--- src/rtl/mem_port_responder.sv ---
// Memory-side responder for the CPU instruction (A) and data (B) ports: round-robin
// arbitration onto one word-wide downstream memory, with a watchdog on the downstream response.
module mem_port_responder #(
  parameter int unsigned TIMEOUT_CYCLES = 1024
) (
  input  logic        clk,
  input  logic        reset,
  input  logic        read_a,
  input  logic [31:0] address_a,
  output logic        resp_a,
  output logic [31:0] rdata_a,
  input  logic        read_b,
  input  logic        write,
  input  logic [3:0]  wmask,
  input  logic [31:0] address_b,
  input  logic [31:0] wdata,
  output logic        resp_b,
  output logic [31:0] rdata_b,
  output logic        mem_read,
  output logic        mem_write,
  output logic [3:0]  mem_wmask,
  output logic [31:0] mem_address,
  output logic [31:0] mem_wdata,
  input  logic        mem_resp,
  input  logic [31:0] mem_rdata,
  output logic        err_timeout
);

  typedef enum logic [2:0] {
    IDLE   = 3'd0,
    BUSY_A = 3'd1,
    BUSY_B = 3'd2,
    DONE_A = 3'd3,
    DONE_B = 3'd4
  } state_t;

  state_t      r_state;
  state_t      w_next;
  logic        r_last_b;
  logic [31:0] r_addr;
  logic [31:0] r_wdata;
  logic [3:0]  r_wmask;
  logic        r_write;
  logic [31:0] r_wd_cnt;
  logic [31:0] r_rdata_a;
  logic [31:0] r_rdata_b;
  logic        r_err;

  logic        w_req_a;
  logic        w_req_b;
  logic        w_load;
  logic        w_grant_b;
  logic        w_busy;
  logic        w_expire;
  logic        w_finish;

  assign w_req_a  = read_a;
  assign w_req_b  = read_b | write;
  assign w_busy   = (r_state == BUSY_A) || (r_state == BUSY_B);
  assign w_expire = (TIMEOUT_CYCLES != 0) && w_busy && !mem_resp &&
                    (r_wd_cnt == 32'(TIMEOUT_CYCLES - 1));
  assign w_finish = w_busy && (mem_resp || w_expire);

  // Next-state and grant decision; contention goes to the port not served last
  always_comb begin
    w_next    = r_state;
    w_load    = 1'b0;
    w_grant_b = 1'b0;
    case (r_state)
      IDLE: begin
        if (w_req_a || w_req_b) begin
          w_load    = 1'b1;
          w_grant_b = (w_req_a && w_req_b) ? !r_last_b : w_req_b;
          w_next    = w_grant_b ? BUSY_B : BUSY_A;
        end
      end
      BUSY_A:  if (mem_resp || w_expire) w_next = DONE_A;
      BUSY_B:  if (mem_resp || w_expire) w_next = DONE_B;
      DONE_A:  w_next = IDLE;
      DONE_B:  w_next = IDLE;
      default: w_next = IDLE;
    endcase
  end

  always_ff @(posedge clk) begin
    if (reset) begin
      r_state   <= IDLE;
      r_last_b  <= 1'b0;
      r_wd_cnt  <= '0;
      r_rdata_a <= '0;
      r_rdata_b <= '0;
      r_err     <= 1'b0;
    end else begin
      r_state <= w_next;
      if (w_load) begin
        r_last_b <= w_grant_b;
        r_wd_cnt <= '0;
      end else if (w_busy) begin
        r_wd_cnt <= r_wd_cnt + 32'd1;
      end
      // A timed-out read returns zero rather than whatever the bus happens to carry
      if (w_finish && (r_state == BUSY_A)) begin
        r_rdata_a <= mem_resp ? mem_rdata : '0;
      end
      if (w_finish && (r_state == BUSY_B) && !r_write) begin
        r_rdata_b <= mem_resp ? mem_rdata : '0;
      end
      if (w_expire) begin
        r_err <= 1'b1;
      end
    end
  end

  // Request capture; only meaningful while BUSY, so no reset needed
  always_ff @(posedge clk) begin
    if (w_load) begin
      r_addr  <= w_grant_b ? {address_b[31:2], 2'b00} : {address_a[31:2], 2'b00};
      r_write <= w_grant_b & write;
      r_wmask <= (w_grant_b & write) ? wmask : 4'b0000;
      r_wdata <= wdata;
    end
  end

  assign mem_read    = (r_state == BUSY_A) || ((r_state == BUSY_B) && !r_write);
  assign mem_write   = (r_state == BUSY_B) && r_write;
  assign mem_wmask   = mem_write ? r_wmask : 4'b0000;
  assign mem_wdata   = mem_write ? r_wdata : '0;
  assign mem_address = w_busy ? r_addr : '0;
  assign resp_a      = (r_state == DONE_A);
  assign resp_b      = (r_state == DONE_B);
  assign rdata_a     = r_rdata_a;
  assign rdata_b     = r_rdata_b;
  assign err_timeout = r_err;

  a_b_write_read_excl: assert property (@(posedge clk) disable iff (reset) !(write && read_b))
    else $error("port B write and read_b asserted together; write takes precedence");

endmodule
--- config.mk ---
export PLATFORM = sky130hd
export DESIGN_NAME = mem_port_responder
export DESIGN_NICKNAME = d
export VERILOG_FILES = /design/src/rtl/mem_port_responder.sv
export SDC_FILE = /design/constraint.sdc
export NUM_CORES = 1
export LEC_CHECK = 0
export CELL_PAD_IN_SITES_DETAIL_PLACEMENT = 1
export CELL_PAD_IN_SITES_GLOBAL_PLACEMENT = 1
export CORE_MARGIN = 2
export CORE_UTILIZATION = 36
export CTS_BUF_LIST = sky130_fd_sc_hd__clkbuf_8
export CTS_CLUSTER_SIZE = 25
export DETAILED_ROUTE_END_ITERATION = 12
export GPL_ROUTABILITY_DRIVEN = 0
export PLACE_DENSITY_LB_ADDON = 0.1
export SKIP_LAST_GASP = 1
export SLEW_MARGIN = 30
export SYNTH_ARGS = -nofsm -noshare
export SYNTH_HDL_FRONTEND = slang
export SYNTH_SLANG_ARGS = --single-unit
--- constraint.sdc ---
create_clock -name clk -period 6.6 [get_ports clk]
set_clock_uncertainty 0.15 [all_clocks]
set_input_delay 1.32 -clock clk [delete_from_list [all_inputs] [get_ports clk]]
set_output_delay 1.32 -clock clk [all_outputs]
set_load 0.05 [all_outputs]
==> results.py <==
metrics = {
    "logic_synthesis": {
        "yosys-mux-area-fraction_pct": 0.1339,
        "synth_top_family_by_area": "simple AND/OR/NAND/NOR gates",
        "synth-adder-area-share_pct": 0.1674,
        "synthesis.area_mm2": 0.007475,
        "synth_top_area_share_pct": 27.05,
        "synth-compound-area-share_pct": 10.06,
        "synth_top_cells_by_area": "sky130_fd_sc_hd__dfxtp_1 (27%), sky130_fd_sc_hd__edfxtp_1 (27%), sky130_fd_sc_hd__a21oi_1 (8.9%), sky130_fd_sc_hd__nand2_1 (6.9%), sky130_fd_sc_hd__nor2_1 (4.8%)",
        "fraction_of_synthesized_cell_area_in_xor_and_xnor_cells_pct": 3.381,
        "synth_area_per_cell_um2": 8.702,
        "top_count_cell_post_synth": "sky130_fd_sc_hd__nand2_1",
        "ys_ff_latch": 168,
        "synth.top_cells.by_count": "sky130_fd_sc_hd__nand2_1 (138), sky130_fd_sc_hd__a21oi_1 (133), sky130_fd_sc_hd__dfxtp_1 (101), sky130_fd_sc_hd__nor2_1 (95), sky130_fd_sc_hd__nand3_1 (71)",
        "synth-main-ff-cell": "sky130_fd_sc_hd__dfxtp_1",
        "synth-simple-area-share_pct": 27.95,
        "post-synth-top-area-cell": "sky130_fd_sc_hd__dfxtp_1",
        "synth_cells": 859,
        "ys.warnings.count": 0,
        "synth_async_sr_flop_share_pct": 0,
        "yosysSeqAreaShare_pct": 53.97,
        "synth_edf_count": 67,
        "synth_cell_types": 42,
    },
    "worst_setup_path": {
        "timing_worst_setup_path_type": "flop to output pin",
        "worst_ep_required_time_ns": 5.13,
        "r2r_endpoint": "r_state[1]",
        "setup.worst_path.start_class": "flop",
        "r2r-start": "r_wd_cnt[3]",
        "critical_path_peak_fanout": 20,
        "rrSetupSlack_ns": 3.82,
        "crit_arrival_ns": 3.21,
        "critical_path.startpoint": "r_state[0]",
        "setup.worst_path.end_class": "output pin",
        "worst_r2r_path_depth": 6,
    },
    "cts": {
        "cts_buffers": 17,
        "cts_setup_buffers": 0,
        "tritoncts_clock_tree": "built",
        "post_cts_resized": 0,
        "h-tree-depth": 4,
        "clk_pin_slew_worst_paths_ns": 0.09,
        "clock_sink_count": 168,
        "insertion_delay_ns": 0.46,
        "clockBufferDepth": 2,
        "hold_buffers": 0,
        "clock-root-buffer": "sky130_fd_sc_hd__clkbuf_8",
    },
    "power": {
        "powerDensity_mw_per_mm2": 325.8,
        "cell_leakage_power_nw": 3.913,
        "clkPwrFrac_pct": 23.2,
        "power_switching_mw": 1.363,
        "combinational_group_share_of_total_power_pct": 37.7,
        "irDropWorstVdd_uv": 156.7,
        "total_power_consumption_of_the_routed_design_mw": 3.510,
        "power.internal_mw": 2.147,
        "swShare_pct": 38.83,
        "seq_power_share_pct": 39.1,
    },
    "timing": {
        "setup-violations-final": 0,
        "timing_hold_violations_final": 0,
        "grt_setup_unrepaired": "no",
        "worst_slew_pin_slew_ns": 0.7820,
        "relSlewSlack_pct": 47.70,
        "period_share_pct": 70.87,
        "report.final.slew_viol_count": 0,
        "setup_total_negative_slack_ns": 0,
        "max_clock_freq_ghz": 0.2138,
        "fin_crit_ns": 4.678,
    },
    "floorplanning": {
        "core_area_mm2": 0.02030,
        "die_width_um": 148.1,
        "fp.dieH_um": 148.1,
        "num_rows": 52,
        "die_area_mm2": 0.02193,
        "top_level_ports": 275,
        "initial_core_util_pct": 36.82,
    },
    "global_route": {
        "globalRoute.totalOverflow": 0,
        "grt_pass1_vias": 6821,
        "grt_pass1_wl_um": 36820,
        "grt.total_usage_pct": 21.30,
        "grt_antenna_before_repair": 0,
        "largest_net_degree_at_the_start_of_global_routing": 69,
    },
    "route": {
        "first_pass_iters": 6,
        "detailedRoute.firstIterationViolations": 319,
        "post_detailed_routing_wire_length_um": 23510,
        "antenna_violating_nets_left": 0,
        "avgViaCountPerCell": 5.014,
        "drc": 0,
        "avgRoutedWirePerCell_um": 17.12,
        "dr_total_vias": 6884,
    },
    "final_layout": {
        "finish.net_count": 1229,
        "final_util_pct": 53.08,
        "drive_gt1_share_pct": 5.168,
        "fillCellCount": 2388,
        "fin_cells": 1373,
        "sequential_cell_area_in_the_final_layout_mm2": 0.004034,
        "antenna-diode-count": 0,
        "area.growth.synth_to_final_pct": 44.16,
        "multiInputGateArea_mm2": 0.003168,
    },
    "status": {
        "status": "completed",
    },
    "hold_path": {
        "min_delay_path_depth": 2,
        "worst_hold_startpoint": "err_timeout",
        "hold_wc_path_type": "flop to flop",
        "hold_end": "err_timeout",
    },
    "flow_run": {
        "maximum_capacitance_violations": 0,
    },
    "place": {
        "number_of_cells_after_detailed_placement": 1340,
        "portBuffers": 268,
        "dpl.hpwl_um": 16100,
    },
}
[flip-flops by register name, indices dropped and copies added (netlist names), 3 cells and up]
register  flops
r_wd_cnt     32
r_wdata      32
rdata_a      32
rdata_b      32
r_addr       30
r_wmask       4
r_state       3
[worst max-delay path, stage by stage, from the launching register on]
cell and delay, ns:
sky130_fd_sc_hd__dfxtp_1 0.52, sky130_fd_sc_hd__xor2_2 0.33, sky130_fd_sc_hd__nor2b_2 0.58, sky130_fd_sc_hd__buf_4 0.31, sky130_fd_sc_hd__and2_1 0.16, sky130_fd_sc_hd__clkdlybuf4s50_1 0.84
[cells in the final DEF, fill, tap and decap left out, types with 2 or more instances in the layout]
cell type and count:
sky130_fd_sc_hd__nor4_1 14, sky130_fd_sc_hd__and2_1 35, sky130_fd_sc_hd__nor3_1 10, sky130_fd_sc_hd__o21ai_0 5
sky130_fd_sc_hd__edfxtp_1 67, sky130_fd_sc_hd__xnor2_1 22, sky130_fd_sc_hd__inv_1 9, sky130_fd_sc_hd__nand3_1 71
sky130_fd_sc_hd__clkdlybuf4s50_1 267, sky130_fd_sc_hd__buf_4 11, sky130_fd_sc_hd__clkinv_2 3, sky130_fd_sc_hd__and3_1 44
sky130_fd_sc_hd__bufinv_16 4, sky130_fd_sc_hd__conb_1 2, sky130_fd_sc_hd__and4_1 7, sky130_fd_sc_hd__clkbuf_8 18
sky130_fd_sc_hd__nor2_1 94, sky130_fd_sc_hd__dfxtp_1 101, sky130_fd_sc_hd__nand2_1 137, sky130_fd_sc_hd__a21oi_1 133
sky130_fd_sc_hd__xor2_1 5, sky130_fd_sc_hd__nand4_1 9, sky130_fd_sc_hd__clkinvlp_4 3, sky130_fd_sc_hd__nor3b_1 2
sky130_fd_sc_hd__or3_1 3
[per-layer routing]
| layer | wire length [µm] | vias to the layer above | global-route usage [%] | part of all wire (%) |
|---|---|---|---|---|
| met4 | 452 | 0 | 6.667 | 1.9 |
| met3 | 1521 | 25 | 7.546 | 6.5 |
| met5 | 0 | - | 0 | 0 |
| met1 | 9640 | 3311 | 25.14 | 41 |
| met2 | 11890 | 143 | 36.41 | 51 |
| li1 | - | 3405 | - | - |
[power by group through the flow]
| stage | registers (mW) | logic (mW) | clock network (mW) |
|---|---|---|---|
| 3_3_place_gp | 1.40 | 1.30 | 0 |
| 3_5_place_dp | 1.41 | 1.32 | 0 |
| 2_1_floorplan | 1.52 | 0.716 | 0 |
| 4_1_cts | 1.38 | 1.32 | 0.834 |
| 5_1_grt | 1.40 | 1.42 | 0.871 |
| 6_report | 1.37 | 1.32 | 0.814 |
[area by class of cell]
type | instances | share of cell area [%]
Timing Repair Buffer | 280 | 25.75
Multi-Input combinational cell | 615 | 29.40
Clock buffer | 18 | 2.299
Clock inverter | 14 | 1.695
Inverter | 8 | 0.2787
Tap cell | 270 | 3.135
Sequential cell | 168 | 37.44
[cell families (layout without fill, tap and decap cells)]
logic type      after synthesis  count (layout)
xor+xnor                     28              28
compound gates              145             145
mux                           1               1
fa+ha+maj                     1               1
buf+inv                      77             320
simple gates                438             438
flops                       168             168
other cells                   1               2
[how the worst max path moves through the flow]
stage	to	slack, ns	cells after the start
CTS	mem_wdata[4]	1.88	4
floorplan	r_addr[10]	1.76	2
detailed placement	mem_address[15]	2.40	5
global placement	mem_address[27]	2.43	5
finish	mem_address[15]	1.92	5
global route	mem_address[28]	1.70	5
[per-stage QoR]
step / hold slack, ns / cell area (µm²) / worst slack, ns
4_1_cts: 0.3159 / 10750 / 1.880
6_report: 0.3159 / 10780 / 1.922
3_3_place_gp: 0.2930 / 10320 / 2.428
5_1_grt: 0.3466 / 10780 / 1.703
2_1_floorplan: 0.3166 / 7478 / 1.756
3_5_place_dp: 0.3039 / 10320 / 2.404
Note: power is estimated with default switching activity, not from simulation.
